`config.mk`:
```
export PLATFORM = sky130hd
export DESIGN_NAME = uart_tx_arbiter_flat
export DESIGN_NICKNAME = d
export VERILOG_FILES = /design/src/rtl/uart_ctrl_pkg.sv /design/src/rtl/uart_tx_arbiter_if.sv /design/src/rtl/uart_tx_arbiter_rr_pick.sv /design/src/rtl/uart_tx_arbiter.sv /design/src/flat_wrapper.sv
export SDC_FILE = /design/constraint.sdc
export NUM_CORES = 1
export LEC_CHECK = 0
export ABC_AREA = 1
export ABC_CLOCK_PERIOD_IN_PS = 2200
export CORE_MARGIN = 1.5
export CORE_UTILIZATION = 42
export DETAILED_ROUTE_END_ITERATION = 7
export PLACE_DENSITY_LB_ADDON = 0.15
export SYNTH_ARGS = -nofsm -noshare
export SYNTH_HDL_FRONTEND = slang
export SYNTH_SLANG_ARGS = --single-unit
```
`constraint.sdc`:
```
create_clock -name clk -period 2.2 [get_ports clk]
set_input_delay 0.33 -clock clk [delete_from_list [all_inputs] [get_ports clk]]
set_output_delay 0.33 -clock clk [all_outputs]
set_load 0.03 [all_outputs]
```
`src/rtl/uart_ctrl_pkg.sv`:
```
// Shared definitions for the UART transmit arbiter: FSM state encoding,
// byte width and the default start-timeout length.
package uart_ctrl_pkg;

  localparam int BYTE_W                = 8;
  localparam int START_TIMEOUT_DEFAULT = 4096;

  typedef enum logic [1:0] {
    IDLE  = 2'd0,
    START = 2'd1,
    WAIT  = 2'd2,
    NEXT  = 2'd3
  } state_t;

endpackage

```
`src/rtl/uart_tx_arbiter_if.sv`:
```
// Requester and Uart8-side signals of the transmit arbiter.
// master: the arbiter. slave: requesters plus the Uart8 transmitter.
interface uart_tx_arbiter_if #(
  parameter int NUM_REQ = 4
);
  import uart_ctrl_pkg::*;

  localparam int ID_W = $clog2(NUM_REQ);

  logic [NUM_REQ-1:0]        reqValid;
  logic [BYTE_W*NUM_REQ-1:0] reqData;
  logic [NUM_REQ-1:0]        reqLast;
  logic [NUM_REQ-1:0]        reqReady;
  logic [ID_W-1:0]           grantId;
  logic                      packetActive;
  logic                      txEn;
  logic                      txStart;
  logic [BYTE_W-1:0]         txByte;
  logic                      txBusy;
  logic                      txDone;

  modport master (
    input  reqValid, reqData, reqLast, txBusy, txDone,
    output reqReady, grantId, packetActive, txEn, txStart, txByte
  );

  modport slave (
    output reqValid, reqData, reqLast, txBusy, txDone,
    input  reqReady, grantId, packetActive, txEn, txStart, txByte
  );

endinterface

```
`src/rtl/uart_tx_arbiter_rr_pick.sv`:
```
// Round-robin search: first set request bit at or after the pointer,
// wrapping modulo NUM_REQ.
module rr_pick #(
  parameter int NUM_REQ = 4,
  parameter int ID_W    = $clog2(NUM_REQ)
) (
  input  logic [NUM_REQ-1:0] i_req,
  input  logic [ID_W-1:0]    i_ptr,
  output logic               o_found,
  output logic [ID_W-1:0]    o_idx
);

  // Search the upper segment [ptr..N-1] first, then fall back to [0..N-1].
  always_comb begin
    o_found = 1'b0;
    o_idx   = '0;
    for (int c = 0; c < NUM_REQ; c++) begin
      if (!o_found && i_req[c] && (ID_W'(c) >= i_ptr)) begin
        o_found = 1'b1;
        o_idx   = ID_W'(c);
      end
    end
    for (int c = 0; c < NUM_REQ; c++) begin
      if (!o_found && i_req[c]) begin
        o_found = 1'b1;
        o_idx   = ID_W'(c);
      end
    end
  end

endmodule

```
`src/rtl/uart_tx_arbiter.sv`:
```
// Packet-granular round-robin arbiter sharing one Uart8 transmitter among
// NUM_REQ requesters. Optional macro TX_START_TIMEOUT_EN adds a start
// timeout (errTimeout port, txDone monitoring in START).
//
// state | meaning
// IDLE  | no packet; grant first valid requester at/after rrPtr
// START | txStart held until the Uart8 raises txBusy
// WAIT  | byte shifting; leave when txBusy falls
// NEXT  | end packet if lastFlag, else wait for the owner's next byte
module uart_tx_arbiter
  import uart_ctrl_pkg::*;
#(
  parameter int NUM_REQ       = 4,
  parameter int START_TIMEOUT = START_TIMEOUT_DEFAULT
) (
  input  logic              clk,
  input  logic              rst_n,
  input  logic              en,
  uart_tx_arbiter_if.master bus
`ifdef TX_START_TIMEOUT_EN
  ,
  output logic              errTimeout
`endif
);

  localparam int ID_W = $clog2(NUM_REQ);

  state_t              r_state;
  state_t              w_state_nxt;
  logic [ID_W-1:0]     r_rr_ptr;
  logic [ID_W-1:0]     r_grant_id;
  logic                r_pkt_active;
  logic                r_last_flag;
  logic [BYTE_W-1:0]   r_tx_byte;
  logic                r_run;

  logic                w_found;
  logic [ID_W-1:0]     w_pick_idx;
  logic                w_accept;
  logic [ID_W-1:0]     w_acc_idx;
  logic [BYTE_W-1:0]   w_acc_byte;
  logic                w_acc_last;
  logic                w_end_pkt;
  logic                w_tmo_hit;
  logic                w_tx_en;
  logic                w_tx_start;
  logic [NUM_REQ-1:0]  w_req_ready;

  rr_pick #(
    .NUM_REQ (NUM_REQ),
    .ID_W    (ID_W)
  ) u_rr_pick (
    .i_req   (bus.reqValid),
    .i_ptr   (r_rr_ptr),
    .o_found (w_found),
    .o_idx   (w_pick_idx)
  );

`ifdef TX_START_TIMEOUT_EN
  localparam int TMO_W = ($clog2(START_TIMEOUT) + 1 > 13) ? $clog2(START_TIMEOUT) + 1 : 13;

  logic [TMO_W-1:0] r_tmo_cnt;
  logic             r_err_timeout;

  // Start-timeout down-counter: loaded on entry to START, terminal count at zero.
  always_ff @(posedge clk or negedge rst_n) begin
    if (!rst_n) begin
      r_tmo_cnt     <= '0;
      r_err_timeout <= 1'b0;
    end else begin
      if (w_state_nxt == START && r_state != START) begin
        r_tmo_cnt <= TMO_W'(START_TIMEOUT - 1);
      end else if (r_state == START && r_tmo_cnt != '0) begin
        r_tmo_cnt <= r_tmo_cnt - TMO_W'(1);
      end
      if (w_tmo_hit) begin
        r_err_timeout <= 1'b1;
      end
    end
  end

  assign errTimeout = r_err_timeout;
`else
  localparam int unused_start_timeout = START_TIMEOUT;
  logic w_unused_tx_done;
  assign w_unused_tx_done = bus.txDone;
`endif

  // State register.
  always_ff @(posedge clk or negedge rst_n) begin
    if (!rst_n) begin
      r_state <= IDLE;
    end else begin
      r_state <= w_state_nxt;
    end
  end

  // Next-state, byte acceptance and Uart8 strobes.
  always_comb begin
    w_state_nxt = r_state;
    w_accept    = 1'b0;
    w_acc_idx   = r_grant_id;
    w_end_pkt   = 1'b0;
    w_tmo_hit   = 1'b0;
    w_tx_en     = 1'b0;
    w_tx_start  = 1'b0;
    case (r_state)
      IDLE: begin
        // r_run keeps reqReady quiet while reset is asserted.
        if (r_run && en && w_found) begin
          w_accept    = 1'b1;
          w_acc_idx   = w_pick_idx;
          w_state_nxt = START;
        end
      end
      START: begin
        w_tx_en    = 1'b1;
        w_tx_start = 1'b1;
        if (bus.txBusy) begin
          w_state_nxt = WAIT;
`ifdef TX_START_TIMEOUT_EN
        end else if (bus.txDone) begin
          w_state_nxt = NEXT;
        end else if (r_tmo_cnt == '0) begin
          w_tmo_hit   = 1'b1;
          w_end_pkt   = 1'b1;
          w_state_nxt = IDLE;
`endif
        end
      end
      WAIT: begin
        w_tx_en = 1'b1;
        if (!bus.txBusy) begin
          w_state_nxt = NEXT;
        end
      end
      NEXT: begin
        if (r_last_flag) begin
          w_end_pkt   = 1'b1;
          w_state_nxt = IDLE;
        end else begin
          w_tx_en = 1'b1;
          if (bus.reqValid[r_grant_id]) begin
            w_accept    = 1'b1;
            w_state_nxt = START;
          end
        end
      end
      default: w_state_nxt = IDLE;
    endcase
  end

  // Select the accepted requester's byte and last flag; decode its ready pulse.
  always_comb begin
    w_acc_byte  = '0;
    w_acc_last  = 1'b0;
    w_req_ready = '0;
    for (int i = 0; i < NUM_REQ; i++) begin
      if (w_acc_idx == ID_W'(i)) begin
        w_acc_byte     = bus.reqData[i*BYTE_W +: BYTE_W];
        w_acc_last     = bus.reqLast[i];
        w_req_ready[i] = w_accept;
      end
    end
  end

  // Grant, packet and round-robin pointer bookkeeping.
  always_ff @(posedge clk or negedge rst_n) begin
    if (!rst_n) begin
      r_run        <= 1'b0;
      r_rr_ptr     <= '0;
      r_grant_id   <= '0;
      r_pkt_active <= 1'b0;
      r_last_flag  <= 1'b0;
      r_tx_byte    <= '0;
    end else begin
      r_run <= 1'b1;
      if (w_accept) begin
        r_tx_byte    <= w_acc_byte;
        r_last_flag  <= w_acc_last;
        r_grant_id   <= w_acc_idx;
        r_pkt_active <= 1'b1;
      end
      if (w_end_pkt) begin
        r_pkt_active <= 1'b0;
        r_rr_ptr     <= (r_grant_id == ID_W'(NUM_REQ - 1)) ? '0 : r_grant_id + ID_W'(1);
      end
    end
  end

  assign bus.reqReady     = w_req_ready;
  assign bus.grantId      = r_grant_id;
  assign bus.packetActive = r_pkt_active;
  assign bus.txEn         = w_tx_en;
  assign bus.txStart      = w_tx_start;
  assign bus.txByte       = r_tx_byte;

endmodule

```
`src/flat_wrapper.sv`:
```
// flat-port wrapper written by rule: the top's interface ports become plain ports
module uart_tx_arbiter_flat import uart_ctrl_pkg::*;
#(
  parameter int NUM_REQ       = 4,
  parameter int START_TIMEOUT = START_TIMEOUT_DEFAULT
)
  (clk, rst_n, en, bus_reqValid, bus_reqData, bus_reqLast, bus_txBusy, bus_txDone, bus_reqReady, bus_grantId, bus_packetActive, bus_txEn, bus_txStart, bus_txByte);
  uart_tx_arbiter_if #(.NUM_REQ(NUM_REQ)) bus_i ();
  input  logic clk;
  input  logic rst_n;
  input  logic en;
  input wire logic [$bits(bus_i.reqValid)-1:0] bus_reqValid;
  input wire logic [$bits(bus_i.reqData)-1:0] bus_reqData;
  input wire logic [$bits(bus_i.reqLast)-1:0] bus_reqLast;
  input wire logic [$bits(bus_i.txBusy)-1:0] bus_txBusy;
  input wire logic [$bits(bus_i.txDone)-1:0] bus_txDone;
  output wire logic [$bits(bus_i.reqReady)-1:0] bus_reqReady;
  output wire logic [$bits(bus_i.grantId)-1:0] bus_grantId;
  output wire logic [$bits(bus_i.packetActive)-1:0] bus_packetActive;
  output wire logic [$bits(bus_i.txEn)-1:0] bus_txEn;
  output wire logic [$bits(bus_i.txStart)-1:0] bus_txStart;
  output wire logic [$bits(bus_i.txByte)-1:0] bus_txByte;
  assign bus_i.reqValid = bus_reqValid;
  assign bus_i.reqData = bus_reqData;
  assign bus_i.reqLast = bus_reqLast;
  assign bus_i.txBusy = bus_txBusy;
  assign bus_i.txDone = bus_txDone;
  assign bus_reqReady = bus_i.reqReady;
  assign bus_grantId = bus_i.grantId;
  assign bus_packetActive = bus_i.packetActive;
  assign bus_txEn = bus_i.txEn;
  assign bus_txStart = bus_i.txStart;
  assign bus_txByte = bus_i.txByte;
  uart_tx_arbiter #(.NUM_REQ(NUM_REQ), .START_TIMEOUT(START_TIMEOUT)) u_core (.clk(clk), .rst_n(rst_n), .en(en), .bus(bus_i));
endmodule
```
==> flow_metrics.env <==
export IMPL_fill_cells=230
export IMPL_design_core_area_um2=3103
export IMPL_clock_latency_ns=0.30
export IMPL_cts_sinks=17
export IMPL_dieArea_um2=3683
export IMPL_async_reset_ff_frac=1.000
export IMPL_use_met1=0.2806
export IMPL_cp_top_family="simple AND/OR/NAND/NOR gates"
export IMPL_syn_area_um2=1398
export IMPL_die_x_um=60.69
export IMPL_grt_first_pass_wirelength_um=6030
export IMPL_dp_final_hpwl_um=2924
export IMPL_ant_nets=0
export IMPL_setup_ws_ns=-0.05384
export IMPL_slew_violations=0
export IMPL_crit_path_max_incr_delay_ns=0.41
export IMPL_hold_path_class="in2async"
export IMPL_gr_total_overflow=0
export IMPL_numCtsBuffers=3
export IMPL_vias=1590
export IMPL_skew_ns=0.005890
export IMPL_final_util=0.7698
export IMPL_synth_edff_count=0
export IMPL_synth_nets=244
export IMPL_cp_slowest_cell="dfrtp_1"
export IMPL_clkTransAtPathRegs_ns=0.10
export IMPL_dr_first_iter_drc_count=53
export IMPL_synthFlopType="dfrtp_1"
export IMPL_hold_ws_ns=0.3454
export IMPL_cts_tree="done"
export IMPL_yosys_warnings=0
export IMPL_min_period_ns=2.254
export IMPL_dp_cells=311
export IMPL_ir_worst_vdd_mv=0.6468
export IMPL_yosysUniqueCellTypes=34
export IMPL_rsz0062_at_grt="yes"
export IMPL_path_cells="nand2_2 > a21oi_4 > buf_6 > nand4_1 > nand2_2 > nand3_2 > nand2_4 > nand2_4 > nor2_4 > buf_6"
export IMPL_p_per_area_nw_per_um2=1164
export IMPL_antenna_found_initial=0
export IMPL_critPathCaptureType="output port"
export IMPL_multi_input_area_um2=937.1
export IMPL_setup_tns_ns=-0.1619
export IMPL_finalWirelength_um=4125
export IMPL_worstSetupStartpointType="register"
export IMPL_firstDrtPassIters=4
export IMPL_num_rows=20
export IMPL_yosysSeqAreaShare=0.3044
export IMPL_outcome="finished, violations left"
export IMPL_via_per_inst=4.833
export IMPL_finalSetupViolations=4
export IMPL_crit_buf_inv=2
export IMPL_portBuffers=60
export IMPL_syn_instance_count=193
export IMPL_violations="negative setup slack"
export IMPL_die_h_um=60.69
export IMPL_clockBufferDepth=2
export IMPL_drc=0
export IMPL_ctsRootBufferMaster="clkbuf_4"
export IMPL_synth_avg_cell_area_um2=7.241
export IMPL_maxCapViolations=0
export IMPL_grt_pass1_vias=1411
export IMPL_fmax_mhz=443.7
export IMPL_use_met2=0.3625
export IMPL_hold_viol_final=0
export IMPL_post_place_ws_ns=-0.1701
export IMPL_layout_drive_gt1_share=0.2596
export IMPL_gr_usage_met3=0.04904
export IMPL_fin_nets=337
export IMPL_critPathKind="reg2out"
export IMPL_post_drt_wl_per_cell_um=12.54
export IMPL_cts_htree_levels=1
export IMPL_grt_max_degree=18
export IMPL_diodes=0
export IMPL_arrival_ns=1.92
export IMPL_syn_to_final_growth_pct=70.90
export IMPL_critPathRequiredTime_ns=1.87
export IMPL_grt_busiest_layer="met2"
export IMPL_finalNonFillerCells=329
export IMPL_seq_area_um2=427.9
export IMPL_period_share=1.024
export IMPL_globalplace_congestion=0.7674
export IMPL_p_leak_uw=0.001131
export IMPL_start_util=0.4504
export IMPL_io_pins=62
export IMPL_grt_usage=0.2162
export IMPL_cp_max_fo=5
export IMPL_synth_seq_cells=17
registers in the layout, summed over array words and instances, names as in the netlist:
name / count
u_core.r_rr_ptr: 2
u_core.r_state: 2
u_core.r_run: 1
u_core.r_last_flag: 1
u_core.bus.txByte: 8
u_core.bus.packetActive: 1
u_core.bus.grantId: 2
routing by layer:
metal  share of wire  wire length [um]
met1            0.45              1847
met2            0.50              2055
met3           0.046               190
met4          0.0075                31
met5               0                 0
what timing repair did:
action	CTS	global route
pin swaps	8	16
setup buffers	7	7
resized for setup	13	21
endpoints found under the hold margin	0	0
hold buffers	0	0
setup endpoints to repair	5	6
synth_stat cells, drive strengths merged, types with 3 or more instances:
cell type  count  share of area
nand2         56           0.18
nor2          27          0.080
nand3         25           0.11
inv           19          0.051
o21ai         18          0.075
dfrtp         17           0.30
ha             6          0.054
a21oi          5          0.034
buf            4          0.030
nand4          4          0.029
a21boi         3          0.016
final timing paths:
check	from	cells past startpoint	slack, ns	endpoint
min	rst_n	2	0.35	u_core.r_rr_ptr[0]
max	u_core.r_rr_ptr[0]	10	-0.05	bus_reqReady[3]
max in group asynchronous	rst_n	2	1.65	u_core.bus.grantId[0]
max reg2reg	u_core.r_rr_ptr[0]	14	0.13	u_core.bus.txByte[7]
min in group clk	u_core.bus.txByte[4]	2	0.50	u_core.bus.txByte[4]
min reg2reg	u_core.bus.txByte[4]	2	0.50	u_core.bus.txByte[4]
layout by cell type, fill, tap and decap left out, types with 2 or more instances in the layout:
cell and count:
clkdlybuf4s50_1 51, nand2_1 44, buf_4 27, nor2_1 21, nand3_1 20, inv_1 16
dfrtp_1 15, o21ai_0 13, nand2_4 8, buf_6 8, ha_1 5, dlygate4sd2_1 5
nand2_2 4, nand3_2 4, a21oi_1 3, inv_2 3, nand4_1 3, nor2_2 3
o21ai_1 3, nor2_4 3, clkbuf_4 3, a21oi_4 2, a21boi_1 2, dfrtp_2 2
through the flow:
step                cell area (um2)  total power [uW]
global placement               2155              2302
CTS                            2256              2611
detailed placement             2155              2333
floorplan                      1403              1697
finish                         2389              2779
global route                   2389              2998
final cells by class:
| type | count | area share |
|---|---|---|
| Inverter | 20 | 0.03143 |
| Clock buffer | 4 | 0.01100 |
| Multi-Input combinational cell | 152 | 0.3924 |
| Sequential cell | 17 | 0.1792 |
| Tap cell | 44 | 0.02305 |
| Timing Repair Buffer | 92 | 0.3630 |
power by group:
group	switching, uW	leakage (uW)	total, uW	internal, uW
clock	102	0.0000150	173	70.7
combinational	1120	0.000910	2040	920
sequential	109	0.000206	562	453
worst register-to-register path, stage by stage, from the launching register on:
cell	delay, ns
dfrtp_1	0.43
inv_2	0.07
nand2_2	0.05
nand2_2	0.07
nand2_4	0.08
buf_4	0.15
nand4_1	0.11
nand2_2	0.08
buf_4	0.13
buf_4	0.13
o21ai_2	0.36
nand3_1	0.14
nand3_1	0.11
nor2_1	0.04
nor2_1	0.07
cell families after synthesis:
group / Yosys count / share of synthesized area
and+or+nand+nor: 115 / 0.4082
AOI/OAI and AO/OA: 30 / 0.1477
buffers and inverters: 24 / 0.08326
DFF: 17 / 0.3044
adders and majority gates: 6 / 0.05371
other: 1 / 0.002683
(Power assumes the default switching activity.)
